[config.mk]
export PLATFORM = sky130hd
export DESIGN_NAME = w_ctrl_async
export DESIGN_NICKNAME = d
export VERILOG_FILES = /design/src/rtl/fifo_pkg.sv /design/src/rtl/ptr_sync_2ff.sv /design/src/rtl/w_ctrl_async.sv
export SDC_FILE = /design/constraint.sdc
export NUM_CORES = 1
export LEC_CHECK = 0
export CORE_MARGIN = 8
export CORE_UTILIZATION = 34
export DETAILED_ROUTE_END_ITERATION = 8
export GPL_TIMING_DRIVEN = 0
export HOLD_SLACK_MARGIN = 0.1
export PLACE_DENSITY_LB_ADDON = 0.2
export REMOVE_ABC_BUFFERS = 1
export SYNTH_ARGS = -nofsm -noshare
export SYNTH_HDL_FRONTEND = slang
export SYNTH_SLANG_ARGS = --single-unit
export TNS_END_PERCENT = 5
[constraint.sdc]
create_clock -name w_clk -period 3.8 [get_ports w_clk]
set_clock_uncertainty 0.2 [all_clocks]
set_input_delay 0.38 -clock w_clk [delete_from_list [all_inputs] [get_ports w_clk]]
set_output_delay 0.38 -clock w_clk [all_outputs]
set_load 0.03 [all_outputs]
[src/rtl/fifo_pkg.sv]
// Shared dual-clock FIFO sizing and Gray/binary pointer conversion helpers.
package fifo_pkg;

  localparam int unsigned ADDR_W = 8;
  localparam int unsigned DEPTH  = 2 ** ADDR_W;
  localparam int unsigned PTR_W  = ADDR_W + 1;

  function automatic logic [PTR_W-1:0] bin2gray(input logic [PTR_W-1:0] b);
    return b ^ (b >> 1);
  endfunction

  // XOR prefix from the MSB down
  function automatic logic [PTR_W-1:0] gray2bin(input logic [PTR_W-1:0] g);
    logic [PTR_W-1:0] b;
    b[PTR_W-1] = g[PTR_W-1];
    for (int i = int'(PTR_W) - 2; i >= 0; i--) begin
      b[i] = b[i+1] ^ g[i];
    end
    return b;
  endfunction

endpackage

[src/rtl/ptr_sync_2ff.sv]
// Two-flop synchronizer for a Gray-coded pointer crossing clock domains.
module ptr_sync_2ff #(
  parameter int unsigned W = 9
) (
  input  logic         clk,
  input  logic         rst,
  input  logic [W-1:0] d,
  output logic [W-1:0] q
);

  logic [W-1:0] d1;

  always_ff @(posedge clk) begin
    if (rst) begin
      d1 <= '0;
      q  <= '0;
    end else begin
      d1 <= d;
      q  <= d1;
    end
  end

endmodule

[src/rtl/w_ctrl_async.sv]
// Write-side pointer and flag controller of the dual-clock FIFO (write clock domain only).
module w_ctrl_async #(
  parameter int unsigned ADDR_W    = fifo_pkg::ADDR_W,
  parameter int unsigned AF_THRESH = 240
) (
  input  logic            w_clk,
  input  logic            rst,
  input  logic            w_en,
  input  logic            ovf_clr,
  input  logic [ADDR_W:0] r_gaddr,
  output logic            w_mem_en,
  output logic [ADDR_W:0] w_addr,
  output logic [ADDR_W:0] w_gaddr,
  output logic            w_full,
  output logic            w_almost_full,
  output logic [ADDR_W:0] w_level,
  output logic            w_overflow
);

  import fifo_pkg::*;

  localparam int unsigned PW = ADDR_W + 1;

  logic [PW-1:0] rg_d2;
  logic [PW-1:0] rb_sync;
  logic [PW-1:0] addr_nxt;
  logic [PW-1:0] gaddr_nxt;
  logic [PW-1:0] lvl_nxt;
  logic [PW-1:0] full_gray;

  ptr_sync_2ff #(.W(PW)) u_rsync (
    .clk (w_clk),
    .rst (rst),
    .d   (r_gaddr),
    .q   (rg_d2)
  );

  assign w_mem_en = w_en & ~w_full & ~rst;

  // Flags are judged against the pointer after this edge's write
  always_comb begin
    addr_nxt  = w_addr + PW'(w_en & ~w_full);
    gaddr_nxt = bin2gray(addr_nxt);
    rb_sync   = gray2bin(rg_d2);
    lvl_nxt   = addr_nxt - rb_sync;
    full_gray = {~rg_d2[ADDR_W -: 2], rg_d2[ADDR_W-2:0]};
  end

  always_ff @(posedge w_clk) begin
    if (rst) begin
      w_addr        <= '0;
      w_gaddr       <= '0;
      w_full        <= 1'b0;
      w_almost_full <= 1'b0;
      w_level       <= '0;
      w_overflow    <= 1'b0;
    end else begin
      w_addr        <= addr_nxt;
      w_gaddr       <= gaddr_nxt;
      w_full        <= (gaddr_nxt == full_gray);
      w_almost_full <= (lvl_nxt >= PW'(AF_THRESH));
      w_level       <= lvl_nxt;
      // a rejected write wins over a same-edge clear
      if (w_en && w_full) begin
        w_overflow <= 1'b1;
      end else if (ovf_clr) begin
        w_overflow <= 1'b0;
      end
    end
  end

endmodule

==> results.cfg, run 1 <==
[outcome]
status = finished clean

[power]
p_per_area_nw_per_um2 = 435.4
sw_frac_of_total_pct = 29.57
cellLeakagePower_nw = 1.111
combPwrFrac_pct = 29.8
p_int_mw = 0.8380
peakVddDrop_uv = 178.6
seq_power_share_pct = 45.8
total_power_mw = 1.190
switchingPower_mw = 0.3519
clockPowerShare_pct = 24.4

[sta]
setup_viol = 0
finalHoldViolations = 0
rsz0062_at_grt = yes
fmax_mhz = 273.2
tns_ns = 0
period_minus_slack_ns = 3.660
hold_ws_ns = 0.2410
slew_viol_final = 0
tightest_slew_ns = 0.8270
finalWorstSetupSlack_ns = 0.1397
finalCritPeriodShare_pct = 96.32
relSlewSlack_pct = 44.87

[placed_design]
place_ws_ns = -0.2009
dp_cells = 320
gp_congestion = 0.7615
portBuffers = 43
placed_cell_area_sq_um = 2537
dpl.hpwl_mm = 2.849

[setup_path]
r2r_cells = 15
cp_common_cell = xnor2_2
cp_cell_sequence = xnor3_2, xor2_4, xnor2_2, xnor3_2, xnor2_2, inv_2, xnor2_2, ha_2, fa_2, nor2b_2, o31a_1, o31a_1, o22ai_2, xor2_1, o22ai_1
crit_required_ns = 3.75
slowest_stage = xnor3_2
crit_path_max_incr_delay_ns = 0.47
worst-path-max-fanout = 3
critPathKind = reg2reg
crit_path_end_kind = flip-flop
startpoint_type = flip-flop
arrival_ns = 3.61

[synthesis]
synthTopCellsByArea = dfxtp_1 (46%), nor2b_1 (8.0%), xnor2_1 (6.4%)
synth_common_cells = dfxtp_1 (47), nor2b_1 (26), nor2_1 (24)
synth.distinct_cells = 30
synth_edf_count = 0
synth_cells = 208
syn_area_sq_um = 2044
synth_top_area_share_pct = 46.02
yosys_warnings = 0
ys_seq_area_share_pct = 46.02
ys_ff_latch = 47
ys.flop_type = dfxtp_1
synth.most_common_cell = dfxtp_1
syn-mean-instance-area_sq_um = 9.829
async_flop_share_pct = 0
synth_top_area_cell = dfxtp_1

[final_layout]
diodes = 0
finish.instance_area_sq_um = 2733
nNetsFinal = 285
fin_util_pct = 46.71
drive_above_1_share_pct = 13.36
layout.cells.non_filler = 337
area_growth_pct = 33.66

[clock_network]
numCtsBuffers = 5
root_buffer = clkbuf_8
cts.sinks = 47
htree_levels = 2
cts_hold_buffers = 0
clock_latency_ns = 0.30
clockBufferDepth = 2
cts_tree = yes
clk_pin_slew_ns = 0.08

[die]
rows = 28
coreArea_sq_um = 5851
die_y_microns = 93.55
start_util_pct = 34.94
die_area_sq_um = 8751
io_pins = 44
die_w_microns = 93.55

[detailed_routing]
routed_wl_mm = 4.013
vias_per_cell = 4.395
drc = 0
drt_first_iter_violations = 28
vias = 1481
wire_per_inst_microns = 11.91
postRouteAntennaNets = 0
dr.pass1.iters = 2

[global_routing]
antenna_found_initial = 0
grt_max_degree = 49
grt_pass1_vias = 1523
grt_pass1_wl_mm = 6.789
track_usage_pct = 9.684
overflow = 0

[run]
drv_cap = 0

[worst_hold_path]
hold_depth = 1
holdCritPathClass = reg2reg
## power by group through the flow
stage | Sequential (mW) | Clock [mW] | Combinational, mW
after detailed placement | 0.556 | 0 | 0.321
after floorplan | 0.617 | 0 | 0.154
after CTS | 0.545 | 0.308 | 0.341
after global routing | 0.549 | 0.326 | 0.390
after global placement | 0.556 | 0 | 0.320
final | 0.545 | 0.291 | 0.354
## cell type report
| class | count | area (sq um) |
|---|---|---|
| clock buffer | 6 | 72.57 |
| clock inverter | 2 | 12.51 |
| fill | 556 | 3118 |
| inverter | 9 | 33.78 |
| multi-input combinational | 146 | 1084 |
| sequential | 47 | 943.4 |
| tap | 75 | 93.84 |
| timing repair buffer | 52 | 493.0 |
## critical path: cells and delay by family (launching register included)
kind	cells	cell delay (ns)
AND/OR/NAND/NOR	1	0.05
buffers and inverters	1	0.07
flip-flops	1	0.35
AO/OA/AOI/OAI	4	0.79
XOR/XNOR	7	1.61
adder cells (fa/ha/maj)	2	0.43
## path summary, 6_finish.rpt
check | from | endpoint | slack [ns]
worst min register to register | u_rsync.d1[2]$_SDFF_PP0_ | u_rsync.q[2]$_SDFF_PP0_ | 0.24
worst max register to register | u_rsync.q[8]$_SDFF_PP0_ | w_almost_full$_SDFF_PP0_ | 0.14
worst min-delay path | u_rsync.d1[2]$_SDFF_PP0_ | u_rsync.q[2]$_SDFF_PP0_ | 0.24
worst max-delay path | u_rsync.q[8]$_SDFF_PP0_ | w_almost_full$_SDFF_PP0_ | 0.14
## metal layers
layer	vias to the layer above	part of all wire, %	track usage (%)
met1	662	44	10.55
met5	-	0	0
met4	0	2.8	5.284
li1	779	-	-
met3	8	6.3	3.125
met2	32	47	16.33
## state kept, by name, indices dropped and copies added (netlist names)
| name | flops |
|---|---|
| w_full | 1 |
| w_almost_full | 1 |
| w_level | 9 |
| w_overflow | 1 |
| u_rsync.q | 9 |
| u_rsync.d1 | 9 |
| w_gaddr | 8 |
| w_addr | 9 |
## cell families (layout without fill, tap and decap cells)
logic type | Yosys count | count (layout) | share of synthesized area [%]
adders and majority gates | 11 | 11 | 7.099
AOI/OAI and AO/OA | 26 | 26 | 8.323
and+or+nand+nor | 77 | 77 | 18.85
buffers and inverters | 15 | 69 | 2.938
DFF | 47 | 47 | 46.02
muxes | 1 | 1 | 0.5508
xor gates and xnor gates | 31 | 31 | 16.22
## what timing repair did
action,CTS,global route
pin swaps,4,8
setup endpoints to repair,2,3
setup buffers,5,4
resized for setup,1,8
## cell usage in the layout (no fill, tap or decap), types with 2 or more instances in the layout
| cell | Yosys | layout |
|---|---|---|
| o21a_1 | 4 | 4 |
| or3_1 | 2 | 2 |
| o21ai_0 | 4 | 4 |
| clkbuf_8 | 0 | 5 |
| xor2_2 | 1 | 2 |
| xnor3_2 | 2 | 2 |
| dfxtp_2 | 0 | 2 |
| a21oi_1 | 8 | 8 |
| dfxtp_1 | 47 | 45 |
| clkdlybuf4s50_1 | 0 | 42 |
| a211oi_1 | 2 | 2 |
| buf_4 | 1 | 9 |
| xnor2_2 | 3 | 3 |
| inv_1 | 8 | 8 |
| nor3_1 | 3 | 3 |
| o31a_1 | 4 | 4 |
| ha_1 | 10 | 9 |
| o22ai_1 | 3 | 2 |
| and3_1 | 2 | 2 |
| nor2b_1 | 26 | 25 |
| nor2_1 | 24 | 24 |
| xnor2_1 | 15 | 15 |
| or2_2 | 2 | 2 |
| xor2_1 | 10 | 8 |
| nand3_1 | 6 | 6 |
| nand2_1 | 10 | 10 |
No activity file was read; power rests on OpenSTA's default activity.
==> run 2, diff against run 1 <==
--- a/config.mk
+++ b/config.mk
@@ -10,7 +10,6 @@
 export DETAILED_ROUTE_END_ITERATION = 8
 export GPL_TIMING_DRIVEN = 0
 export HOLD_SLACK_MARGIN = 0.1
-export PLACE_DENSITY_LB_ADDON = 0.2
 export REMOVE_ABC_BUFFERS = 1
 export SYNTH_ARGS = -nofsm -noshare
 export SYNTH_HDL_FRONTEND = slang
==> results.cfg, run 2 (synthesized netlist as in run 1, its figures left out) <==
[global_routing]
grt_max_degree = 49
overflow = 0
grt_pass1_wl_mm = 6.637
grt_pass1_vias = 1495
antenna_found_initial = 0
track_usage_pct = 9.547

[die]
die_y_microns = 93.55
die_area_sq_um = 8751
die_w_microns = 93.55
coreArea_sq_um = 5851
rows = 28
start_util_pct = 34.94
io_pins = 44

[detailed_routing]
drc = 0
routed_wl_mm = 3.923
drt_first_iter_violations = 47
vias = 1500
wire_per_inst_microns = 11.57
vias_per_cell = 4.425
dr.pass1.iters = 2
postRouteAntennaNets = 0

[clock_network]
cts_tree = yes
root_buffer = clkbuf_8
numCtsBuffers = 5
clk_pin_slew_ns = 0.08
cts.sinks = 47
cts_hold_buffers = 0
clockBufferDepth = 2
clock_latency_ns = 0.29
htree_levels = 2

[final_layout]
nNetsFinal = 287
final_common_cell = dfxtp_1
drive_above_1_share_pct = 14.77
area_growth_pct = 36.05
diodes = 0
most-common-layout-cells = dfxtp_1 (44), clkdlybuf4s50_1 (42), nor2b_1 (25), nor2_1 (24), xnor2_1 (15)

[sta]
rsz0062_at_grt = yes
finalHoldViolations = 0
slew_viol_final = 0
tightest_slew_ns = 0.8558
finalCritPeriodShare_pct = 96.10
period_minus_slack_ns = 3.652
relSlewSlack_pct = 42.95
finalWorstSetupSlack_ns = 0.1481
setup_viol = 0
fmax_mhz = 273.8

[power]
peakVddDrop_uv = 189.5
cellLeakagePower_nw = 1.142
total_power_mw = 1.278
p_per_area_nw_per_um2 = 459.3

[setup_path]
crit_path_max_incr_delay_ns = 0.46
critPathKind = reg2reg
crit_required_ns = 3.75
slowest_stage = xnor3_2
critPathBufInv = 1
rrSetupSlack_ns = 0.15
startpoint_type = flip-flop
r2r_cells = 15
rr_endpoint = w_almost_full$_SDFF_PP0_
cp_common_cell = xnor2_2
cp_cell_sequence = xnor3_2, xor2_4, xnor2_2, xnor3_2, xnor2_2, inv_2, xnor2_2, ha_2, fa_2, nor2b_2, o31a_1, o31a_1, o22ai_2, xor2_1, o22ai_1
r2r-start = u_rsync.q[8]$_SDFF_PP0_
worst-path-max-fanout = 3
arrival_ns = 3.60
cpLargestDelayFamily = XOR/XNOR gates
crit_path_end_kind = flip-flop

[run]
drv_cap = 0

[worst_hold_path]
worstHoldStart = u_rsync.d1[5]$_SDFF_PP0_
min_to = u_rsync.q[5]$_SDFF_PP0_
holdCritPathClass = reg2reg
hold_depth = 1

[placed_design]
gp_congestion = 0.8012
place_ws_ns = -0.2321
dpl.hpwl_mm = 2.815
portBuffers = 43

[outcome]
status = finished clean
-- run 2: layer usage --
layer | GRT usage (%) | part of all wire, %
met1 | 11.21 | 45
met3 | 4.006 | 7.8
met5 | 0 | 0
met4 | 5.416 | 2.8
met2 | 14.34 | 44
-- run 2: metrics by stage --
step                area, sq um  TNS (ns)  hold WS (ns)  utilization (%)  cells
floorplan                  2018         0        0.2138                -    202
global placement           2542   -0.5581        0.2174            43.46    320
detailed placement         2537   -0.4547        0.2231            43.37    320
CTS                        2718         0        0.2438            46.45    334
global route               2781  -0.03708        0.2563            47.54    339
finish                     2781         0        0.2396            47.54    339
-- run 2: how the worst max path moves through the flow --
stage	cells past startpoint	slack (ns)	endpoint	start
after floorplan	15	0.25	w_almost_full$_SDFF_PP0_	u_rsync.q[8]$_SDFF_PP0_
after global placement	12	-0.26	w_almost_full$_SDFF_PP0_	w_en
after detailed placement	12	-0.23	w_almost_full$_SDFF_PP0_	w_en
after CTS	15	0.02	w_almost_full$_SDFF_PP0_	u_rsync.q[7]$_SDFF_PP0_
after global routing	15	-0.04	w_almost_full$_SDFF_PP0_	u_rsync.q[8]$_SDFF_PP0_
final	15	0.15	w_almost_full$_SDFF_PP0_	u_rsync.q[8]$_SDFF_PP0_
-- run 2: report_power, final --
part | leakage, nW | total, mW | internal (mW) | switching (mW)
Sequential | 0.388 | 0.545 | 0.531 | 0.0134
Clock | 0.0612 | 0.373 | 0.213 | 0.161
Combinational | 0.693 | 0.359 | 0.182 | 0.177
-- run 2: final cells by class --
| type | instances | area, sq um |
|---|---|---|
| fillers | 557 | 3069 |
| multi-input cells | 146 | 1084 |
| flip-flops and latches | 47 | 944.7 |
| repair buffers | 54 | 508.0 |
| well taps | 75 | 93.84 |
| clock buffers | 6 | 82.58 |
| clock inverters | 2 | 35.03 |
| inverters | 9 | 33.78 |
-- run 2: what timing repair did --
action | 4_1_cts | 5_1_grt
pin swaps | 4 | 8
hold endpoints to repair | 0 | 0
gates cloned | 0 | 0
resized for setup | 4 | 6
setup buffers | 6 | 5
setup endpoints to repair | 2 | 4
